[config.mk]
export PLATFORM = sky130hd
export DESIGN_NAME = snax_hwpe_reg_slave_flat
export DESIGN_NICKNAME = d
export VERILOG_FILES = /design/src/rtl/snax_hwpe_reg_pkg.sv /design/src/rtl/hwpe_ctrl_intf_periph.sv /design/src/rtl/snax_hwpe_reg_slave.sv /design/src/flat_wrapper.sv
export SDC_FILE = /design/constraint.sdc
export NUM_CORES = 1
export LEC_CHECK = 0
export BUFFER_PORTS_ARGS = -buffer_cell sky130_fd_sc_hd__buf_2
export CAP_MARGIN = 20
export CORE_AREA = 10 10 284 286
export CTS_BUF_LIST = sky130_fd_sc_hd__clkbuf_4 sky130_fd_sc_hd__clkbuf_8
export DETAILED_ROUTE_END_ITERATION = 6
export DIE_AREA = 0 0 294 296
export PLACE_DENSITY = 0.58
export SLEW_MARGIN = 10
export SYNTH_ARGS = -nofsm -noshare
export SYNTH_HDL_FRONTEND = slang
export SYNTH_SLANG_ARGS = --single-unit
[constraint.sdc]
create_clock -name clk_i -period 21.4 [get_ports clk_i]
set_input_delay 1.07 -clock clk_i [delete_from_list [all_inputs] [get_ports clk_i]]
set_output_delay 1.07 -clock clk_i [all_outputs]
set_load 0.02 [all_outputs]
[src/rtl/snax_hwpe_reg_pkg.sv]
// Shared definitions for the HWPE register slave: register map indices,
// the job FSM state type and a byte-enable merge helper.
package snax_hwpe_reg_pkg;

  localparam int unsigned IDX_TRIGGER   = 0;
  localparam int unsigned IDX_STATUS    = 1;
  localparam int unsigned IDX_PERF      = 2;
  localparam int unsigned IDX_RESERVED  = 3;
  localparam int unsigned IDX_CFG_FIRST = 4;

  typedef enum logic [1:0] {
    JOB_IDLE    = 2'd0,
    JOB_START   = 2'd1,
    JOB_RUNNING = 2'd2
  } job_state_e;

  function automatic logic [31:0] merge_be(input logic [31:0] old_val,
                                           input logic [31:0] new_val,
                                           input logic [3:0]  be);
    logic [31:0] res;
    res = old_val;
    for (int k = 0; k < 4; k++) begin
      if (be[k]) res[8*k +: 8] = new_val[8*k +: 8];
    end
    return res;
  endfunction

endpackage

[src/rtl/hwpe_ctrl_intf_periph.sv]
// Peripheral request/response bus used to program the HWPE register file.
// wen=1 marks a read, wen=0 a write.
interface hwpe_ctrl_intf_periph #(
  parameter int unsigned ID_WIDTH = 5
);
  logic                req;
  logic                gnt;
  logic [31:0]         add;
  logic                wen;
  logic [3:0]          be;
  logic [31:0]         data;
  logic [ID_WIDTH-1:0] id;
  logic [31:0]         r_data;
  logic                r_valid;
  logic [ID_WIDTH-1:0] r_id;

  modport master (output req, add, wen, be, data, id,
                  input  gnt, r_data, r_valid, r_id);
  modport slave  (input  req, add, wen, be, data, id,
                  output gnt, r_data, r_valid, r_id);
endinterface

[src/rtl/snax_hwpe_reg_slave.sv]
// HWPE register slave: trigger/status/perf registers, locked job config and job FSM.
// Optional cycle counter on idx2 enabled by defining SNAX_HWPE_REG_PERF_EN.
module snax_hwpe_reg_slave
  import snax_hwpe_reg_pkg::*;
#(
  parameter int unsigned NumRegs = 20,
  parameter int unsigned IdWidth = 5
) (
  input  logic                    clk_i,
  input  logic                    rst_i,
  hwpe_ctrl_intf_periph.slave     periph,
  output logic [NumRegs*32-1:0]   reg_file_o,
  output logic                    start_o,
  input  logic                    done_i,
  output logic                    busy_o,
  output logic                    evt_o
);

  localparam int unsigned IdxW = $clog2(NumRegs);

  logic [29:0]        word_idx;
  logic [IdxW-1:0]    idx_lo;
  logic               in_range;
  logic               wr_req;
  logic               rd_req;
  logic               trigger;
  logic               cfg_we;
  logic               unused_addr_lsb;

  job_state_e         state_q;
  logic               start_q;
  logic               busy_q;
  logic               evt_q;
  logic [31:0]        perf_val;
  logic [31:0]        reg_view [NumRegs];
  logic [31:0]        cfg_q [IDX_CFG_FIRST:NumRegs-1];

  logic               r_valid_q;
  logic [31:0]        r_data_q;
  logic [31:0]        r_data_d;
  logic [IdWidth-1:0] r_id_q;

  assign word_idx        = periph.add[31:2];
  assign idx_lo          = word_idx[IdxW-1:0];
  assign in_range        = word_idx < 30'(NumRegs);
  assign unused_addr_lsb = ^periph.add[1:0];

  assign periph.gnt = periph.req;
  assign wr_req     = periph.req & ~periph.wen;
  assign rd_req     = periph.req & periph.wen;
  assign trigger    = wr_req & (word_idx == 30'(IDX_TRIGGER)) & (|periph.be);
  assign cfg_we     = wr_req & in_range & ~busy_q;

  for (genvar gi = IDX_CFG_FIRST; gi < NumRegs; gi++) begin : g_cfg
    always_ff @(posedge clk_i or posedge rst_i) begin
      if (rst_i) begin
        cfg_q[gi] <= '0;
      end else if (cfg_we && idx_lo == IdxW'(gi)) begin
        cfg_q[gi] <= merge_be(cfg_q[gi], periph.data, periph.be);
      end
    end
  end

  // Software-visible view of every index; the read path and reg_file_o share it.
  for (genvar gi = 0; gi < NumRegs; gi++) begin : g_view
    if (gi == IDX_STATUS) begin : g_status
      assign reg_view[gi] = {31'b0, busy_q};
    end else if (gi == IDX_PERF) begin : g_perf
      assign reg_view[gi] = perf_val;
    end else if (gi >= IDX_CFG_FIRST) begin : g_cfgv
      assign reg_view[gi] = cfg_q[gi];
    end else begin : g_zero
      assign reg_view[gi] = '0;
    end
    assign reg_file_o[32*gi +: 32] = reg_view[gi];
  end

  always_ff @(posedge clk_i or posedge rst_i) begin
    if (rst_i) begin
      state_q <= JOB_IDLE;
      start_q <= 1'b0;
      busy_q  <= 1'b0;
      evt_q   <= 1'b0;
    end else begin
      start_q <= 1'b0;
      evt_q   <= 1'b0;
      case (state_q)
        JOB_IDLE: begin
          if (trigger) begin
            state_q <= JOB_START;
            start_q <= 1'b1;
            busy_q  <= 1'b1;
          end
        end
        JOB_START: begin
          state_q <= JOB_RUNNING;
        end
        JOB_RUNNING: begin
          if (done_i) begin
            state_q <= JOB_IDLE;
            busy_q  <= 1'b0;
            evt_q   <= 1'b1;
          end
        end
        default: begin
          state_q <= JOB_IDLE;
          busy_q  <= 1'b0;
        end
      endcase
    end
  end

  assign start_o = start_q;
  assign busy_o  = busy_q;
  assign evt_o   = evt_q;

`ifdef SNAX_HWPE_REG_PERF_EN
  logic [31:0] perf_q;

  always_ff @(posedge clk_i or posedge rst_i) begin
    if (rst_i) begin
      perf_q <= '0;
    end else if (state_q == JOB_START) begin
      perf_q <= '0;
    end else if (state_q == JOB_RUNNING && perf_q != 32'hFFFF_FFFF) begin
      perf_q <= perf_q + 32'd1;
    end
  end

  assign perf_val = perf_q;
`else
  assign perf_val = '0;
`endif

  assign r_data_d = in_range ? reg_view[idx_lo] : '0;

  always_ff @(posedge clk_i or posedge rst_i) begin
    if (rst_i) begin
      r_valid_q <= 1'b0;
      r_data_q  <= '0;
      r_id_q    <= '0;
    end else begin
      r_valid_q <= rd_req;
      if (rd_req) begin
        r_data_q <= r_data_d;
        r_id_q   <= periph.id;
      end
    end
  end

  assign periph.r_valid = r_valid_q;
  assign periph.r_data  = r_data_q;
  assign periph.r_id    = r_id_q;

endmodule
[src/flat_wrapper.sv]
// flat-port wrapper written by rule: the top's interface ports become plain ports
module snax_hwpe_reg_slave_flat import snax_hwpe_reg_pkg::*;
#(
  parameter int unsigned NumRegs = 20,
  parameter int unsigned IdWidth = 5
)
  (clk_i, rst_i, reg_file_o, start_o, done_i, busy_o, evt_o, periph_req, periph_add, periph_wen, periph_be, periph_data, periph_id, periph_gnt, periph_r_data, periph_r_valid, periph_r_id);
  hwpe_ctrl_intf_periph periph_i ();
  input  logic clk_i;
  input  logic rst_i;
  output logic [NumRegs*32-1:0] reg_file_o;
  output logic start_o;
  input  logic done_i;
  output logic busy_o;
  output logic evt_o;
  input wire logic [$bits(periph_i.req)-1:0] periph_req;
  input wire logic [$bits(periph_i.add)-1:0] periph_add;
  input wire logic [$bits(periph_i.wen)-1:0] periph_wen;
  input wire logic [$bits(periph_i.be)-1:0] periph_be;
  input wire logic [$bits(periph_i.data)-1:0] periph_data;
  input wire logic [$bits(periph_i.id)-1:0] periph_id;
  output wire logic [$bits(periph_i.gnt)-1:0] periph_gnt;
  output wire logic [$bits(periph_i.r_data)-1:0] periph_r_data;
  output wire logic [$bits(periph_i.r_valid)-1:0] periph_r_valid;
  output wire logic [$bits(periph_i.r_id)-1:0] periph_r_id;
  assign periph_i.req = periph_req;
  assign periph_i.add = periph_add;
  assign periph_i.wen = periph_wen;
  assign periph_i.be = periph_be;
  assign periph_i.data = periph_data;
  assign periph_i.id = periph_id;
  assign periph_gnt = periph_i.gnt;
  assign periph_r_data = periph_i.r_data;
  assign periph_r_valid = periph_i.r_valid;
  assign periph_r_id = periph_i.r_id;
  snax_hwpe_reg_slave #(.NumRegs(NumRegs), .IdWidth(IdWidth)) u_core (.clk_i(clk_i), .rst_i(rst_i), .periph(periph_i), .reg_file_o(reg_file_o), .start_o(start_o), .done_i(done_i), .busy_o(busy_o), .evt_o(evt_o));
endmodule
==> metrics.md <==
| Metric | Value |
|---|---|
| Sequential share of the synthesized area | `52.5%` |
| P_leak | `17.6 nW` |
| CP required | `21,960 ps` |
| Ports | `760` |
| Gr ovfl total | `0` |
| Mean Syn Cell Area | `13.9 sq um` |
| Util after Layout | `43.1%` |
| Dpl cell area | `30,100 sq um` |
| Pre-Repair DR Iteration Count | `5` |
| Synthesized instance count | `1,901` |
| Worst hold slack | `498 ps` |
| Critical Path Start Type | `input pin` |
| Hold_buf cts | `0` |
| Final WL | `109,000 microns` |
| Vias in the first global route | `20,600` |
| Die width | `294 microns` |
| Die area | `87,000 sq um` |
| Setup TNS | `0 ps` |
| Max cap viols | `0` |
| DRT iter0 DRCs | `1,178` |
| Via count | `19,300` |
| Worst slew margin | `21.6%` |
| Final Slew Violations | `0` |
| CP arrival | `4920 ps` |
| Async SR Flop Fraction | `100%` |
| Top_reg_cell synth | `dfrtp_1` |
| Final Skew | `40.2 ps` |
| HPWL after DPL | `77,900 microns` |
| Peak VDD IR | `0.0492 mV` |
| Via/cell ratio | `5.36` |
| GR Util met1 | `27.1%` |
| CTS Buf Count | `100` |
| Area grow syn2layout | `22.5%` |
| Post-CTS setup buffer count | `0` |
| Initial antenna violation count | `5` |
| Critical path type | `in -> reg` |
| Post-synth EDFFs | `0` |
| Top-area cell type share of the netlist area | `52.5%` |
| Height of the chip | `296 microns` |
| Least-Margin Pin Slew | `1170 ps` |
| Setup WS post-layout | `17,040 ps` |
| CP Max Fanout | `18` |
| Min-Delay Endpoint | `u_core.periph.r_data[27]` |
| Worst Reg2Reg Path Length in Cells | `4` |
| Hold_sp | `u_core.periph.r_data[27]` |
| Area leader, netlist | `dfrtp_1` |
| Final Hold Fails | `0` |
| Period utilization | `20.4%` |
| Avg WL per Cell | `30.3 microns` |
| Status | `finished, final reports clean` |
| ANT nets after route | `0` |
| Clk_lat worst skew | `720 ps` |
| Nets | `2,626` |
| CTS clk-pin slew, worst paths | `60 ps` |
| Post-route cell area | `32,400 sq um` |
| Row count | `101` |
| First-pass GRT wire length | `152,000 microns` |
| GR Util All Layers | `24.1%` |
| Port bufs | `630` |
| Core area | `75,200 sq um` |
| Cts repair resizes | `0` |
| Met2 usage | `42.0%` |
| Power Density | `70.6 nW/um^2` |
| Layout fillers | `7,024` |
| Synth area leaders | `dfrtp_1 53%, mux2_2 23%, mux2i_1 5.2%, buf_4 3.7%, mux4_2 3.7%` |
| Achievable Freq | `0.229 GHz` |
| Dpl ws | `16,510 ps` |
| Clk sinks | `555` |
| Hold Crit Depth | `1` |
| Placer Congestion | `0.848` |
| YS warnings | `0` |
| Register-to-register setup slack | `18,350 ps` |
| Initial Util | `35.2%` |
| Layout cell share with drive strength beyond 1 | `55.7%` |
| Global routing's busiest layer | `met2` |
| Clock Path Buffers | `3` |
| Critical R2R Launch | `u_core.busy_o` |
| Largest net degree at the start of global routing | `177` |
| Min-Delay Path Class | `reg -> reg` |
| Crit path time final | `4360 ps` |
| Mapped cell area | `26,400 sq um` |
| Yosys cell types | `47` |
| # DRC | `0` |
| Met3 GRT Util | `8.85%` |
| CP endpoint kind | `flip-flop` |
| Critical R2R Capture | `u_core.reg_file_o[150]` |
| #FFs+latches synth | `555` |
| Root cell of the clock tree | `clkbuf_8` |
| H-tree levels | `3` |
| CTS tree | `done` |
| # setup viols final | `0` |
| RSZ-0062 raised after global routing | `false` |
## per-layer routing
layer | vias to the layer above | part of all wire (%) | wire length (microns)
met5 | - | 0.012 | 13
met4 | 2 | 3.0 | 3280
met3 | 199 | 9.8 | 10700
met2 | 920 | 50 | 54400
met1 | 10100 | 37 | 40800
li1 | 8109 | - | -
## Yosys cell counts (2+ instances only)
cell	count
or2_2	3
buf_2	24
and3b_1	2
nor3_1	2
nor2b_1	29
nor4_1	9
buf_1	6
mux2_2	529
a211oi_1	21
o211ai_1	8
nand4_1	16
inv_1	9
mux4_2	43
buf_6	3
nor3_2	9
o22ai_1	9
clkbuf_1	84
nor2_1	15
nand2_1	38
buf_4	129
a21oi_1	21
nand2b_1	6
dfrtp_1	555
o21ai_0	25
mux2i_1	138
o221ai_1	23
a32o_1	9
a22oi_1	53
nor4_4	24
and3_1	2
nand3_1	41
## sequential cells by signal, summed over array words and instances, names as in the netlist
| signal | cells |
|---|---|
| u_core.reg_file_o | 512 |
| u_core.start_o | 1 |
| u_core.periph.r_valid | 1 |
| u_core.state_q | 2 |
| u_core.evt_o | 1 |
| u_core.busy_o | 1 |
| u_core.periph.r_id | 5 |
| u_core.periph.r_data | 32 |
## through the flow
step | total power, mW | instances
after floorplan | 1.18 | 2027
after global placement | 1.21 | 3420
after detailed placement | 1.21 | 3422
after CTS | 2.31 | 3599
after global routing | 2.37 | 3603
final | 2.29 | 3604
## cell type report
cell class | instances | area (sq um) | share of cell area, %
Clock buffer | 160 | 2030 | 6.26
Timing Repair Buffer | 665 | 3460 | 10.7
Multi-Input combinational cell | 1215 | 11500 | 35.7
Antenna cell | 3 | 7.51 | 0.0232
Inverter | 11 | 48.8 | 0.151
Tap cell | 978 | 1220 | 3.78
Clock inverter | 17 | 173 | 0.533
Sequential cell | 555 | 13900 | 42.9
## cells by family after synthesis
group,Yosys count,synth area share [%]
muxes,710,31.4
other,1,0.0142
and+or+nand+nor,200,5.55
buffers and inverters,257,5.68
AOI/OAI and AO/OA,178,4.80
DFF,555,52.5
## how the worst max path moves through the flow
stage / startpoint / end / depth (start not counted)
floorplan: rst_i / u_core.busy_o / 1
global placement: periph_add[6] / u_core.reg_file_o[524] / 5
detailed placement: periph_add[6] / u_core.reg_file_o[558] / 5
CTS: periph_add[6] / u_core.reg_file_o[554] / 5
global route: periph_add[6] / u_core.reg_file_o[554] / 5
finish: periph_add[6] / u_core.reg_file_o[554] / 5
## layout by cell type, fill, tap and decap left out, types with 2 or more instances in the layout
cell type   count
a211oi_1       21
a21oi_1        21
a22oi_1        53
a32o_1          9
buf_12          2
buf_2         628
buf_4          32
buf_8           2
bufinv_16       2
clkbuf_4       28
clkbuf_8      132
clkinv_2        9
clkinvlp_4      2
conb_1        127
dfrtp_1       555
diode_2         3
inv_1           8
inv_8           2
mux2_2        529
mux2i_1       138
mux4_2         43
nand2_1        36
nand2_2         2
nand2b_1        5
nand3_1        41
nand4_1        16
nor2_1         15
nor2b_1        29
nor3_2         10
nor4_1          8
nor4_4         24
o211ai_1        8
o21ai_0        25
o221ai_1       23
o22ai_1         9
or2_2           3
## critical path, cell delays in order
cell and delay, ps:
buf_2 460, nand2_1 680, nor3_2 1050, nand3_1 1030, mux2_2 580
## power breakdown
group | switching, mW | internal (mW) | total (mW)
sequential | 0.000689 | 1.05 | 1.05
combinational | 0.110 | 0.0284 | 0.138
clock | 0.471 | 0.624 | 1.10
No activity file was read; power rests on OpenSTA's default activity.
